--- config.mk ---
export PLATFORM = sky130hd
export DESIGN_NAME = divide_unit
export DESIGN_NICKNAME = d
export VERILOG_FILES = /design/src/rtl/divide_pkg.sv /design/src/rtl/divide_unit.sv
export SDC_FILE = /design/constraint.sdc
export NUM_CORES = 1
export LEC_CHECK = 0
export CAP_MARGIN = 15
export CORE_MARGIN = 2
export CORE_UTILIZATION = 45
export CTS_CLUSTER_SIZE = 28
export DETAILED_ROUTE_END_ITERATION = 16
export GPL_TIMING_DRIVEN = 1
export PLACE_DENSITY_LB_ADDON = 0.08
export SYNTH_ARGS = -nofsm -noshare
export SYNTH_HDL_FRONTEND = slang
export SYNTH_SLANG_ARGS = --single-unit
--- constraint.sdc ---
create_clock -name i_clk -period 3.4 [get_ports i_clk]
set_input_delay 0.51 -clock i_clk [delete_from_list [all_inputs] [get_ports i_clk]]
set_output_delay 0.51 -clock i_clk [all_outputs]
set_load 0.05 [all_outputs]
--- src/rtl/divide_pkg.sv ---
// divide_pkg: shared types for the iterative RV64M divider.
//   div_op_t    : operation encoding carried from decode (DIV/DIVU/REM/REMU)
//   div_state_t : sequencer states of divide_unit
package divide_pkg;

   typedef enum logic [1:0] {
      DIV  = 2'b00,
      DIVU = 2'b01,
      REM  = 2'b10,
      REMU = 2'b11
   } div_op_t;

   typedef enum logic [1:0] {
      IDLE   = 2'b00,
      DIVIDE = 2'b01,
      FINISH = 2'b10
   } div_state_t;

endpackage

--- src/rtl/divide_unit.sv ---
// divide_unit: iterative restoring RV64M divider, one quotient bit per clock.
//   i_clk, i_arstn     : clock, asynchronous active-low reset
//   i_start, i_flush   : launch (sampled in IDLE when not busy), synchronous abort
//   i_op, i_word       : div_op_t operation, W (half-width) variant
//   i_rs1, i_rs2       : dividend, divisor
//   i_rd_addr          : destination register carried with the operation
//   o_busy, o_done     : operation in flight, one-cycle result-valid pulse
//   o_result, o_rd_addr: quotient/remainder and its destination, held until next o_done
module divide_unit
   import divide_pkg::*;
#(
   parameter int DATA_WIDTH = 64,
   parameter int ADDR_WIDTH = 5
) (
   input  logic                  i_clk,
   input  logic                  i_arstn,
   input  logic                  i_start,
   input  logic                  i_flush,
   input  logic [1:0]            i_op,
   input  logic                  i_word,
   input  logic [DATA_WIDTH-1:0] i_rs1,
   input  logic [DATA_WIDTH-1:0] i_rs2,
   input  logic [ADDR_WIDTH-1:0] i_rd_addr,
   output logic                  o_busy,
   output logic                  o_done,
   output logic [DATA_WIDTH-1:0] o_result,
   output logic [ADDR_WIDTH-1:0] o_rd_addr
);

   localparam int W  = DATA_WIDTH;
   localparam int H  = DATA_WIDTH / 2;
   localparam int CW = $clog2(DATA_WIDTH) + 1;

   div_state_t          state;
   div_op_t             op_q;
   logic                word_q;
   logic                neg_q;
   logic                neg_r;
   logic [W:0]          rem;
   logic [W-1:0]        quo;
   logic [W-1:0]        dvs;
   logic [CW-1:0]       cnt;
   logic [ADDR_WIDTH-1:0] rd_q;

   logic                sgn;
   logic [W-1:0]        a_ext;
   logic [W-1:0]        b_ext;
   logic [W-1:0]        a_mag;
   logic [W-1:0]        b_mag;
   logic [W-1:0]        min_neg;
   logic                div0;
   logic                ovf;
   logic                special;
   logic                go;
   logic [W+1:0]        sh;
   logic [W+1:0]        trial;
   logic [W-1:0]        qf;
   logic [W-1:0]        rf;
   logic [W-1:0]        res;
   logic [W-1:0]        res_ext;

   always_comb begin
      sgn     = ~i_op[0];
      // W variants work on the low half, extended according to signedness
      a_ext   = i_word ? {{H{sgn & i_rs1[H-1]}}, i_rs1[H-1:0]} : i_rs1;
      b_ext   = i_word ? {{H{sgn & i_rs2[H-1]}}, i_rs2[H-1:0]} : i_rs2;
      a_mag   = (sgn & a_ext[W-1]) ? -a_ext : a_ext;
      b_mag   = (sgn & b_ext[W-1]) ? -b_ext : b_ext;
      // most-negative value at the active width, as it looks after extension
      min_neg = i_word ? {{(H+1){1'b1}}, {(H-1){1'b0}}} : {1'b1, {(W-1){1'b0}}};
      div0    = b_ext == '0;
      ovf     = sgn & (&b_ext) & (a_ext == min_neg);
      special = div0 | ovf;
      go      = (state == IDLE) & i_start & ~o_busy & ~i_flush;
      // rem never exceeds the divisor, so its top bit only matters after the shift
      sh      = {rem, quo[W-1]};
      trial   = sh - {2'b00, dvs};
      qf      = neg_q ? -quo : quo;
      rf      = neg_r ? -rem[W-1:0] : rem[W-1:0];
      res     = op_q[1] ? rf : qf;
      res_ext = word_q ? {{H{res[H-1]}}, res[H-1:0]} : res;
   end

   always_ff @(posedge i_clk or negedge i_arstn) begin
      if (!i_arstn) begin
         state  <= IDLE;
         o_busy <= 1'b0;
         o_done <= 1'b0;
      end else if (i_flush) begin
         state  <= IDLE;
         o_busy <= 1'b0;
         o_done <= 1'b0;
      end else begin
         unique case (state)
            IDLE: begin
               state  <= go ? (special ? FINISH : DIVIDE) : IDLE;
               o_busy <= go;
               o_done <= 1'b0;
            end
            DIVIDE: state <= (cnt == CW'(W - 1)) ? FINISH : DIVIDE;
            FINISH: begin
               state  <= IDLE;
               o_done <= 1'b1;
            end
            default: state <= IDLE;
         endcase
      end
   end

   always_ff @(posedge i_clk or negedge i_arstn) begin
      if (!i_arstn) begin
         op_q      <= DIV;
         word_q    <= 1'b0;
         neg_q     <= 1'b0;
         neg_r     <= 1'b0;
         rem       <= '0;
         quo       <= '0;
         dvs       <= '0;
         cnt       <= '0;
         rd_q      <= '0;
         o_result  <= '0;
         o_rd_addr <= '0;
      end else if (go) begin
         op_q   <= div_op_t'(i_op);
         word_q <= i_word;
         rd_q   <= i_rd_addr;
         cnt    <= '0;
         dvs    <= b_mag;
         // special cases preload the final unsigned-form results and skip DIVIDE
         quo    <= div0 ? '1 : (ovf ? a_ext : a_mag);
         rem    <= div0 ? {1'b0, a_ext} : '0;
         neg_q  <= ~special & sgn & (a_ext[W-1] ^ b_ext[W-1]);
         neg_r  <= ~special & sgn & a_ext[W-1];
      end else if (state == DIVIDE) begin
         rem <= trial[W+1] ? sh[W:0] : trial[W:0];
         quo <= {quo[W-2:0], ~trial[W+1]};
         cnt <= cnt + 1'b1;
      end else if (state == FINISH && !i_flush) begin
         o_result  <= res_ext;
         o_rd_addr <= rd_q;
      end
   end

endmodule

==> results.md <==
* Failing checks: hold timing, setup timing
* WHS at -0.01559 ns
* Clk_skew at 0.02204 ns
* Crit Path Max Fanout at 6
* Final hold viol count at 16
* Maximum vdd ir drop at 333.4 µV
* Skew-Pair Late Insertion Delay at 0.55 ns
* Mapped Cells at roughly 3000
* Flops & latches, synth at 282
* Syn Area/Cell at 7.770 µm²
* Cell family contributing the most delay on the critical path: compound AO/OA/AOI/OAI gates
* Ys async rst share at 1.000
* H-Tree Depth at 2
* Total GRT Usage at 0.3329
* Leakage power at about 14 nW
* Worst-path cell chain: ha_4 > nor2b_4 > o211ai_1 > a31oi_2 > a31o_4 > a31oi_4 > or4_4 > a2111oi_4 > nand4bb_4 > buf_12 > buf_12 > buf_16 > buf_6 > mux2i_1 > o21ai_1
* Via count at 25610
* Hold Buf Count CTS at 0
* Die height at 230.3 µm
* Min-delay worst type: input pin to async pin
* Num rows at between 80 and 90
* Slew headroom at 0.3779
* Post-Synthesis Cell Area at about 23000 µm²
* CTS sink count at approximately 280
* Remaining DRCs at 0
* Net count after synthesis at approximately 3200
* DR vias/cell at 5.920
* Wire length of the first global-routing pass at about 140000 µm
* RSZ-0062 raised after global routing: true
* CP bufs+invs at 4
* Non-Filler Instances at between 4000 and 5000
* Max cap viols at 0
* Status: finished, violations left
* WL per Instance at approximately 21 µm
* DIE AREA at 53060 µm²
* Final worst setup slack at -0.1996 ns
* Initial Utilization at 0.4576
* Final period utilization at 1.059
* Initial DRC Count at between 2000 and 2500
* Clk pin slew, worst setup/hold paths at around 0.06 ns
* GR peak layer: met2
* Met1 GRT Util at 0.4812
* CP max stage cell: or4_4
* Final Slew Violations at 0
* Antenna violations before repair at 2
* Routed WL at roughly 91000 µm
* Worst Path Arrival at 4.01 ns
* Num ports at 211
* Met3 usage at 0.05064
* Setup crit end kind: register
* Unique masters post-synth at 86
* IO buf count at 210
* Min cycle time layout at 3.600 ns
* Root Buffer: clkbuf_16
* Top cell by count, worst path: buf_12
* Setup violators final at 69
* Fin util at 0.6440
* CTS max path bufs at 3
* Critical Path Max Stage Delay at between 0.4 and 0.5 ns
* Drt first pass iters at 6
* Fmax at around 280 MHz
* Synthesis Warnings at 0
* Remaining global-route overflow at 0
* CTS tree: done
* GPL Wtd Cong at 0.9878
* CTS Buf Count at 34
* Placed instance count at 4247
* Post-synthesis sequential area ratio at 0.3061
* Area added between synthesis and finish at 40.73%
* DRT antenna net count at 0
* PwrDens at 718.2 nW/µm²
* Setup crit start kind: register
* Die Span X at 230.3 µm
* Nets at 3841
* WS Path Type: register to register
* Synth Flop Type: dfrtp_1
* Final HPWL DP at 72320 µm
* Layout cell share with drive strength beyond 1 at 0.2428
* GR met2 Demand/Resource at 0.5120
* Post-synth EDFFs at 0
* Core area at around 50000 µm²
* Worst slew pin tran at roughly 0.93 ns
* Critical path data required time at 3.81 ns
* Largest net degree at the start of global routing at 125
* Vias in the first global route at 24040
sequential cells by signal, indices dropped and copies added (netlist names):
signal / cells
rd_q: 5
neg_q: 1
cnt: 7
o_rd_addr: 5
state: 2
word_q: 1
o_result: 64
o_done: 1
neg_r: 1
op_q: 1
o_busy: 1
quo: 64
rem: 65
dvs: 64
cells by family after synthesis:
kind of cell,Yosys count,synth area share
mux,59,0.02589
simple gates,1029,0.2095
fa+ha+maj,71,0.03886
buf+inv,297,0.05020
xor+xnor,279,0.1060
compound gates,950,0.2634
flops,282,0.3061
synthesized netlist by cell type, types with 63 or more instances:
| cell | number | area share |
|---|---|---|
| ha_1 | 70 | 0.038 |
| xor2_1 | 141 | 0.054 |
| dfrtp_1 | 282 | 0.31 |
| o21ai_0 | 318 | 0.069 |
| clkbuf_1 | 171 | 0.028 |
| inv_1 | 99 | 0.016 |
| nor3_1 | 66 | 0.014 |
| xnor2_1 | 138 | 0.052 |
| o31ai_1 | 63 | 0.021 |
| nand2_1 | 452 | 0.074 |
| nor2_1 | 193 | 0.031 |
| a21oi_1 | 191 | 0.041 |
cells in the final DEF, fill, tap and decap left out, types with 50 or more instances in the layout:
cell / synthesis / routed
xor2_1: 141 / 138
nand2_1: 452 / 444
xnor2_1: 138 / 135
dfrtp_1: 282 / 275
a21o_1: 56 / 56
inv_1: 99 / 96
nor3_1: 66 / 59
a21oi_1: 191 / 178
clkdlybuf4s50_1: 0 / 207
o21ai_0: 318 / 285
mux2i_1: 54 / 50
ha_1: 70 / 65
buf_4: 5 / 575
nor2_1: 193 / 184
report_power, final:
| part | switching (W) | leakage, nW | total [W] | internal [W] |
|---|---|---|---|---|
| Clock | 0.00151 | 0.558 | 0.00387 | 0.00236 |
| Combinational | 0.00761 | 9.97 | 0.0145 | 0.00688 |
| Sequential | 0.000875 | 3.57 | 0.00494 | 0.00407 |
per-layer routing:
layer | up-vias | routed length, µm
li1 | 12100 | -
met1 | 12310 | 41550
met2 | 1052 | 40120
met3 | 146 | 6920
met4 | 2 | 2828
met5 | - | 11
area by class of cell:
type                            count  area [µm²]
Fill cell                        4358       17930
Multi-Input combinational cell   2388       15860
Timing Repair Buffer              825        7124
Sequential cell                   282        7066
Clock buffer                       44       949.7
Tap cell                          672       840.8
Inverter                           99       371.6
Clock inverter                     15       224.0
Antenna cell                        1       2.502
path summary, 6_finish.rpt:
kind                               from           end  slack [ns]  cells after the start
worst max-delay path             rem[0]       rem[20]       -0.20                     15
worst min-delay path            i_arstn        quo[9]       -0.02                      1
worst max register to register   rem[0]       rem[20]       -0.20                     15
worst min register to register  rd_q[4]  o_rd_addr[4]        0.47                      2
max in group asynchronous       i_arstn         neg_q        2.49                      2
min in group i_clk              rd_q[4]  o_rd_addr[4]        0.47                      2
stage by stage:
step	area (µm²)	total power (W)	setup WS [ns]	TNS [ns]
6_report	32440	0.02330	-0.1996	-6.304
5_1_grt	32440	0.02463	-0.2895	-15.20
4_1_cts	31740	0.02234	-0.2635	-9.669
3_5_place_dp	30040	0.01762	-0.5493	-52.34
3_3_place_gp	30040	0.01736	-0.5213	-46.19
2_1_floorplan	23120	0.01205	0.009341	0
timing repair:
action	4_1_cts	5_1_grt
gates resized for setup	89	152
setup endpoints to repair	97	132
gates cloned	4	1
buffers inserted	7	10
pin swaps	24	55
Note: power is estimated with default switching activity, not from simulation.
==> variant 1, RTL diff (config.mk and constraints unchanged) <==
One comparison of `cnt` changes from == to >=.
--- a/src/rtl/divide_unit.sv
+++ b/src/rtl/divide_unit.sv
@@ -98,5 +98,5 @@
                o_done <= 1'b0;
             end
-            DIVIDE: state <= (cnt == CW'(W - 1)) ? FINISH : DIVIDE;
+            DIVIDE: state <= (cnt >= CW'(W - 1)) ? FINISH : DIVIDE;
             FINISH: begin
                state  <= IDLE;
Check against the original RTL: same outputs for any inputs over 4 cycles, from zero or initial values and one cycle with i_arstn low; that may be too few to reach the edited logic, so the function may still have changed.
==> variant 1 against the original RTL <==
- the flow finishes with violations (setup timing)
- core utilization up 0.57 points
- total power up 26%
- clock power about the same
- first-iteration DRC count up 4.3%
- wire length up 3.9%
- sequential power up 8.9%
- hold slack better by 0.49 ns
- sequential cell count unchanged
- setup slack worse by 0.016 ns
- synthesized area up 0.81%
- cell area up 2.5%
- highest routed layer unchanged
==> variant 1: results (changes against the original RTL) <==
The logs give 3 (unchanged) for the maximum clock path buffer count and 2400 (was 2300) for the number of design-rule violations left by the first detailed-router iteration. The sum of net half-perimeters after detailed placement is 73.9 mm (was 72.3 mm). The logs give 142 mm (was 138 mm) for the first-pass GRT wire length and -2.05 ns (was -6.30 ns) for the summed negative setup slack over all endpoints.

The logs give 34.1% (was 33.3%) for the total global-route track usage and 76 (was 86) for the number of different library cells in the post-synthesis netlist. The number of global-route vias before repair is 24860 (was 24040), and the measured slew at the worst slew-check pin is 0.993 ns (was 0.931 ns). The peak supply drop was 0.500 mV (was 0.333 mV); the leakage power figure was 14.2 nW (was 14.1 nW). Worst min-delay path class: register to register (was input port to async pin). For the critical path arrival, the log shows 4.04 ns (was 4.01 ns). Initial antenna violation count: 3 (was 2).

The run finished, with violations left. The routed length on met3 is 7.11 mm (was 6.92 mm), and the synthesized net count is 3272 (was 3178). The number of nets in the final layout is 3979 (was 3841).

Share of synthesized area occupied by flip-flops and latches: 30.4% (was 30.6%). The run gives -0.216 ns (was -0.200 ns) as the final worst setup slack. The cell family contributing the most delay on the critical path was simple AND/OR/NAND/NOR gates (was compound AO/OA/AOI/OAI gates). The async set or reset register ratio after synthesis is 100% (unchanged). Number of flip-flops under the largest register name: 65 (unchanged). The clock network latency to the later pin of the worst-skew pair was 0.55 ns (about the same). The number of CTS-inserted buffers was 35 (was 34); the post-synthesis adder-cell area fraction was 3.85% (was 3.89%). For the length of routed wiring on met1, the log shows 42.5 mm (was 41.6 mm). The count of input and output buffers is 210 (unchanged), and the area fraction in compound gates after synthesis is 26.7% (was 26.3%). The largest net degree at the start of global routing was 117 (was 125); the largest fanout on the critical path was 5 (was 6). The mux share of post-synthesis cell area was 1.52% (was 2.59%).

The run gives 0.0140 ns (was 0.0220 ns) as the final worst clock skew. The tools report the routed wire length on met2 as 42.5 mm (was 40.1 mm). The final estimated routing congestion in global placement was 1.01 (was 0.988). The xor/xnor cell area share of the yosys netlist works out to 11.2% (was 10.6%). The top layer used by detailed routing was met5 (unchanged).

The tools report the number of fill cells as 4415 (was 4358). Main area contributors after synthesis: sky130_fd_sc_hd__dfrtp_1, sky130_fd_sc_hd__nand2_1, sky130_fd_sc_hd__o21ai_0 (unchanged). Synth cell count leaders: sky130_fd_sc_hd__nand2_1, sky130_fd_sc_hd__o21ai_0, sky130_fd_sc_hd__dfrtp_1 (unchanged).

The via density per instance was 5.90 (was 5.92). Clock input transition at the sequential cells of the worst setup and hold paths: 0.06 ns (about the same). The peak per-stage delay on the critical path was 0.51 ns (was 0.48 ns); the number of synthesis warnings was 0 (unchanged). The fraction of final layout cells sized beyond drive strength 1 was 24.9% (was 24.3%).

The final count of negative-setup-slack endpoints was 32 (was 69). The post-place setup slack came out at -0.772 ns (was -0.549 ns). The routed length per instance came out at 21.2 um (was 21.1 um). Violated checks: setup timing (was hold timing, setup timing). The tools report the cell chosen for the clock root as sky130_fd_sc_hd__clkbuf_16 (unchanged).

For the first-pass detailed-route iteration total, the log shows 6 (unchanged).
-- variant 1: final cells by class --
| cell class | instances | area (um^2) | share of cell area (%) |
|---|---|---|---|
| inverter | 113 | 427 | 1.28 |
| multi-input combinational | 2473 | 16300 | 48.9 |
| antenna | 1 | 2.50 | 0.00752 |
| timing repair buffer | 863 | 7480 | 22.5 |
| sequential | 282 | 7060 | 21.2 |
| tap | 680 | 851 | 2.56 |
| clock inverter | 12 | 145 | 0.436 |
| clock buffer | 49 | 1020 | 3.07 |
-- variant 1: what timing repair did --
action / in CTS / in global routing
cloned: 0 / 8
endpoints found under the setup margin: 53 / 108
setup buffers: 22 / 27
pin swaps: 29 / 106
hold endpoints to repair: 53 / 0
resized for setup: 63 / 224
hold buffers: 1 / 0
-- variant 1: logic make-up (layout without fill, tap and decap cells) --
group,count (synthesis),count (layout)
buf+inv,306,1037
mux,35,35
flops,282,282
simple gates,1072,1072
xor+xnor,296,296
compound gates,999,999
fa+ha+maj,71,71
other cells,0,1
-- variant 1: tightest hold or removal path, stage by stage (launching register included) --
cell and delay (ns):
sky130_fd_sc_hd__dfrtp_1 0.34, sky130_fd_sc_hd__nand2_1 0.05, sky130_fd_sc_hd__nand2_1 0.05
-- variant 1: through the flow --
| stage | instance area (um^2) | instances |
|---|---|---|
| global placement | 30300 | 4358 |
| detailed placement | 30300 | 4358 |
| CTS | 32000 | 4441 |
| floorplan | 23300 | 3061 |
| global route | 33300 | 4473 |
| finish | 33300 | 4473 |
-- variant 1: per-layer routing --
metal	up-vias	GRT usage, %
li1	12441	-
met1	12606	49.5
met2	1146	52.6
met3	181	4.34
met4	2	10.3
met5	-	0
-- variant 1: worst paths after layout --
check | to | slack (ns) | startpoint | depth (start not counted)
max | o_result[61]$_DFFE_PN0P_ | -0.22 | rem[16]$_DFFE_PN0N_ | 12
min | o_result[61]$_DFFE_PN0P_ | 0.47 | o_result[61]$_DFFE_PN0P_ | 2
max reg2reg | o_result[61]$_DFFE_PN0P_ | -0.22 | rem[16]$_DFFE_PN0N_ | 12
min reg2reg | o_result[61]$_DFFE_PN0P_ | 0.47 | o_result[61]$_DFFE_PN0P_ | 2
max in group asynchronous | op_q[1]$_DFFE_PN0P_ | 2.08 | i_arstn | 3
min in group asynchronous | o_result[9]$_DFFE_PN0P_ | 0.49 | i_arstn | 2
-- variant 1: power by group --
group          internal (W)  switching, W
registers           0.00425       0.00113
logic               0.00920        0.0109
clock network       0.00232       0.00155
==> variant 2, RTL diff (config.mk and constraints unchanged) <==
Made on the original files. `ADDR_WIDTH`: 5 -> 7.
--- a/src/rtl/divide_unit.sv
+++ b/src/rtl/divide_unit.sv
@@ -11,5 +11,5 @@
 #(
    parameter int DATA_WIDTH = 64,
-   parameter int ADDR_WIDTH = 5
+   parameter int ADDR_WIDTH = 7
 ) (
    input  logic                  i_clk,
Interface: changed (resized i_rd_addr and o_rd_addr); port bits go from 211 to 215. No check against the original RTL was run, so the function may have changed too.
==> variant 2 against the original RTL <==
- wire length is 1.3% higher
- hold slack better by 0.20 ns
- cell area is 2.7% lower
- synthesized area is 1.3% higher
- sequential cell count is 4 higher
- largest power group unchanged
- total power is 23% higher
- setup slack better by 0.17 ns
- the flow finishes with violations (setup timing)
==> variant 2: results (changes against the original RTL) <==
The post-detailed-placement cell area was 0.0299 mm^2 (was 0.0300 mm^2); the met2 layer usage reported by global route was 52.2% (was 51.2%). The logs give 4224 (was 4247) for the post-placement cell count and 73.9 mm (was 72.3 mm) for the sum of net half-perimeters after detailed placement. The post-layout total power is 0.0286 W (was 0.0233 W), and the via density per instance is 5.90 (was 5.92). The number of different library cells in the post-synthesis netlist is 95 (was 86). The top layer used by detailed routing is met4 (was met5). Worst-path cell with the longest stage delay: sky130_fd_sc_hd__dfrtp_1 (was sky130_fd_sc_hd__or4_4). The average size of a mapped cell was 7.87 um^2 (was 7.77 um^2); the final worst clock skew was 0.0399 ns (was 0.0220 ns). The final count of negative-setup-slack endpoints came out at 4 (was 69).

The routed length per instance was 21.5 um (was 21.1 um). The largest net degree at the start of global routing is 96 (was 125). The logs give 31 (was 34) for the number of CTS-inserted buffers and 7.02 mm (was 6.92 mm) for the routed length on met3.

The post-cts sizing count came out at 22 (was 89). Violated checks: setup timing (was hold timing, setup timing). The number of hold-repair buffers added at the cts stage is 1 (was 0). For the met1 track demand over resource in global routing, the log shows 48.6% (was 48.1%).

The measured slew at the worst slew-check pin works out to 1.14 ns (was 0.931 ns). The tools report the summed negative setup slack over all endpoints as -0.0478 ns (was -6.30 ns). The met3 routing resource usage after global routing was 4.47% (was 5.06%); the largest fanout on the critical path was 7 (was 6). The post-place setup slack is -0.622 ns (was -0.549 ns).

The logs give 0.0135 W (was 0.00999 W) for the power dissipated by switching net loads and 40.3 mm (was 40.1 mm) for the routed wire length on met2. The xor/xnor cell area share of the yosys netlist is 10.5% (was 10.6%), and the peak supply drop is 0.638 mV (was 0.333 mV). Worst min-delay path class: input port to register (was input port to async pin). Synth cell count leaders: sky130_fd_sc_hd__nand2_1, sky130_fd_sc_hd__dfrtp_1, sky130_fd_sc_hd__o21ai_0 (was sky130_fd_sc_hd__nand2_1, sky130_fd_sc_hd__o21ai_0, sky130_fd_sc_hd__dfrtp_1). The antenna diode count came out at 0 (was 1). The flow ran to the end, but the final reports show violations. Number of global-route vias before repair: 24386 (was 24040). The area fraction in compound gates after synthesis works out to 26.8% (was 26.3%).

The post-synthesis adder-cell area fraction works out to 3.84% (was 3.89%). The synthesized net count was 3180 (was 3178). The number of nets in the final layout is 3811 (was 3841), and the share of synthesized area occupied by flip-flops and latches is 30.6% (about the same). The fraction of final layout cells sized beyond drive strength 1 was 21.1% (was 24.3%).

The critical path arrival was 3.87 ns (was 4.01 ns); the clock network power consumption was 0.00344 W (was 0.00387 W). The run gives -0.0285 ns (was -0.200 ns) as the final worst setup slack. The leakage power figure is 13.9 nW (was 14.1 nW). Number of fill cells: 4576 (was 4358). For the length of routed wiring on met1, the log shows 41.9 mm (was 41.6 mm).
## variant 2: cell count changes in the layout (fill, tap and decap cells not counted), moves of 14 or more
| cell | before | now |
|---|---|---|
| sky130_fd_sc_hd__o21ai_1 | 29 | 49 |
| sky130_fd_sc_hd__o31ai_1 | 46 | 61 |
| sky130_fd_sc_hd__buf_4 | 575 | 543 |
| sky130_fd_sc_hd__o21ai_0 | 285 | 266 |
| sky130_fd_sc_hd__a221o_1 | 4 | 18 |
| sky130_fd_sc_hd__a31oi_1 | 33 | 49 |
## variant 2: path summary, 6_finish.rpt
check	start	end	slack, ns	depth (start not counted)
setup / recovery	rem[11]$_DFFE_PN0N_	rem[38]$_DFFE_PN0N_	-0.03	14
hold / removal	i_word	dvs[38]$_DFFE_PN0P_	0.18	2
setup reg to reg	rem[11]$_DFFE_PN0N_	rem[38]$_DFFE_PN0N_	-0.03	14
hold reg to reg	rd_q[1]$_DFFE_PN0P_	o_rd_addr[1]$_DFFE_PN0P_	0.47	2
max in group asynchronous	i_arstn	rem[53]$_DFFE_PN0N_	2.08	3
min in group asynchronous	i_arstn	o_result[1]$_DFFE_PN0P_	0.52	2
## variant 2: layout make-up
cell class,instances,area [um^2],share of cell area [%]
inverter,100,375,1.19
sequential,286,7160,22.7
multi-input combinational,2396,15500,49.0
clock inverter,20,185,0.586
tap,680,851,2.69
timing repair buffer,783,6700,21.2
clock buffer,37,828,2.62
## variant 2: critical path, delay by kind of cell (launching register included)
| kind | cells | cell delay (ns) |
|---|---|---|
| AND/OR/NAND/NOR | 2 | 0.28 |
| flip-flops | 1 | 0.44 |
| buffers and inverters | 4 | 0.71 |
| AO/OA/AOI/OAI | 6 | 1.27 |
| adder cells (fa/ha/maj) | 1 | 0.36 |
| multiplexers | 1 | 0.18 |
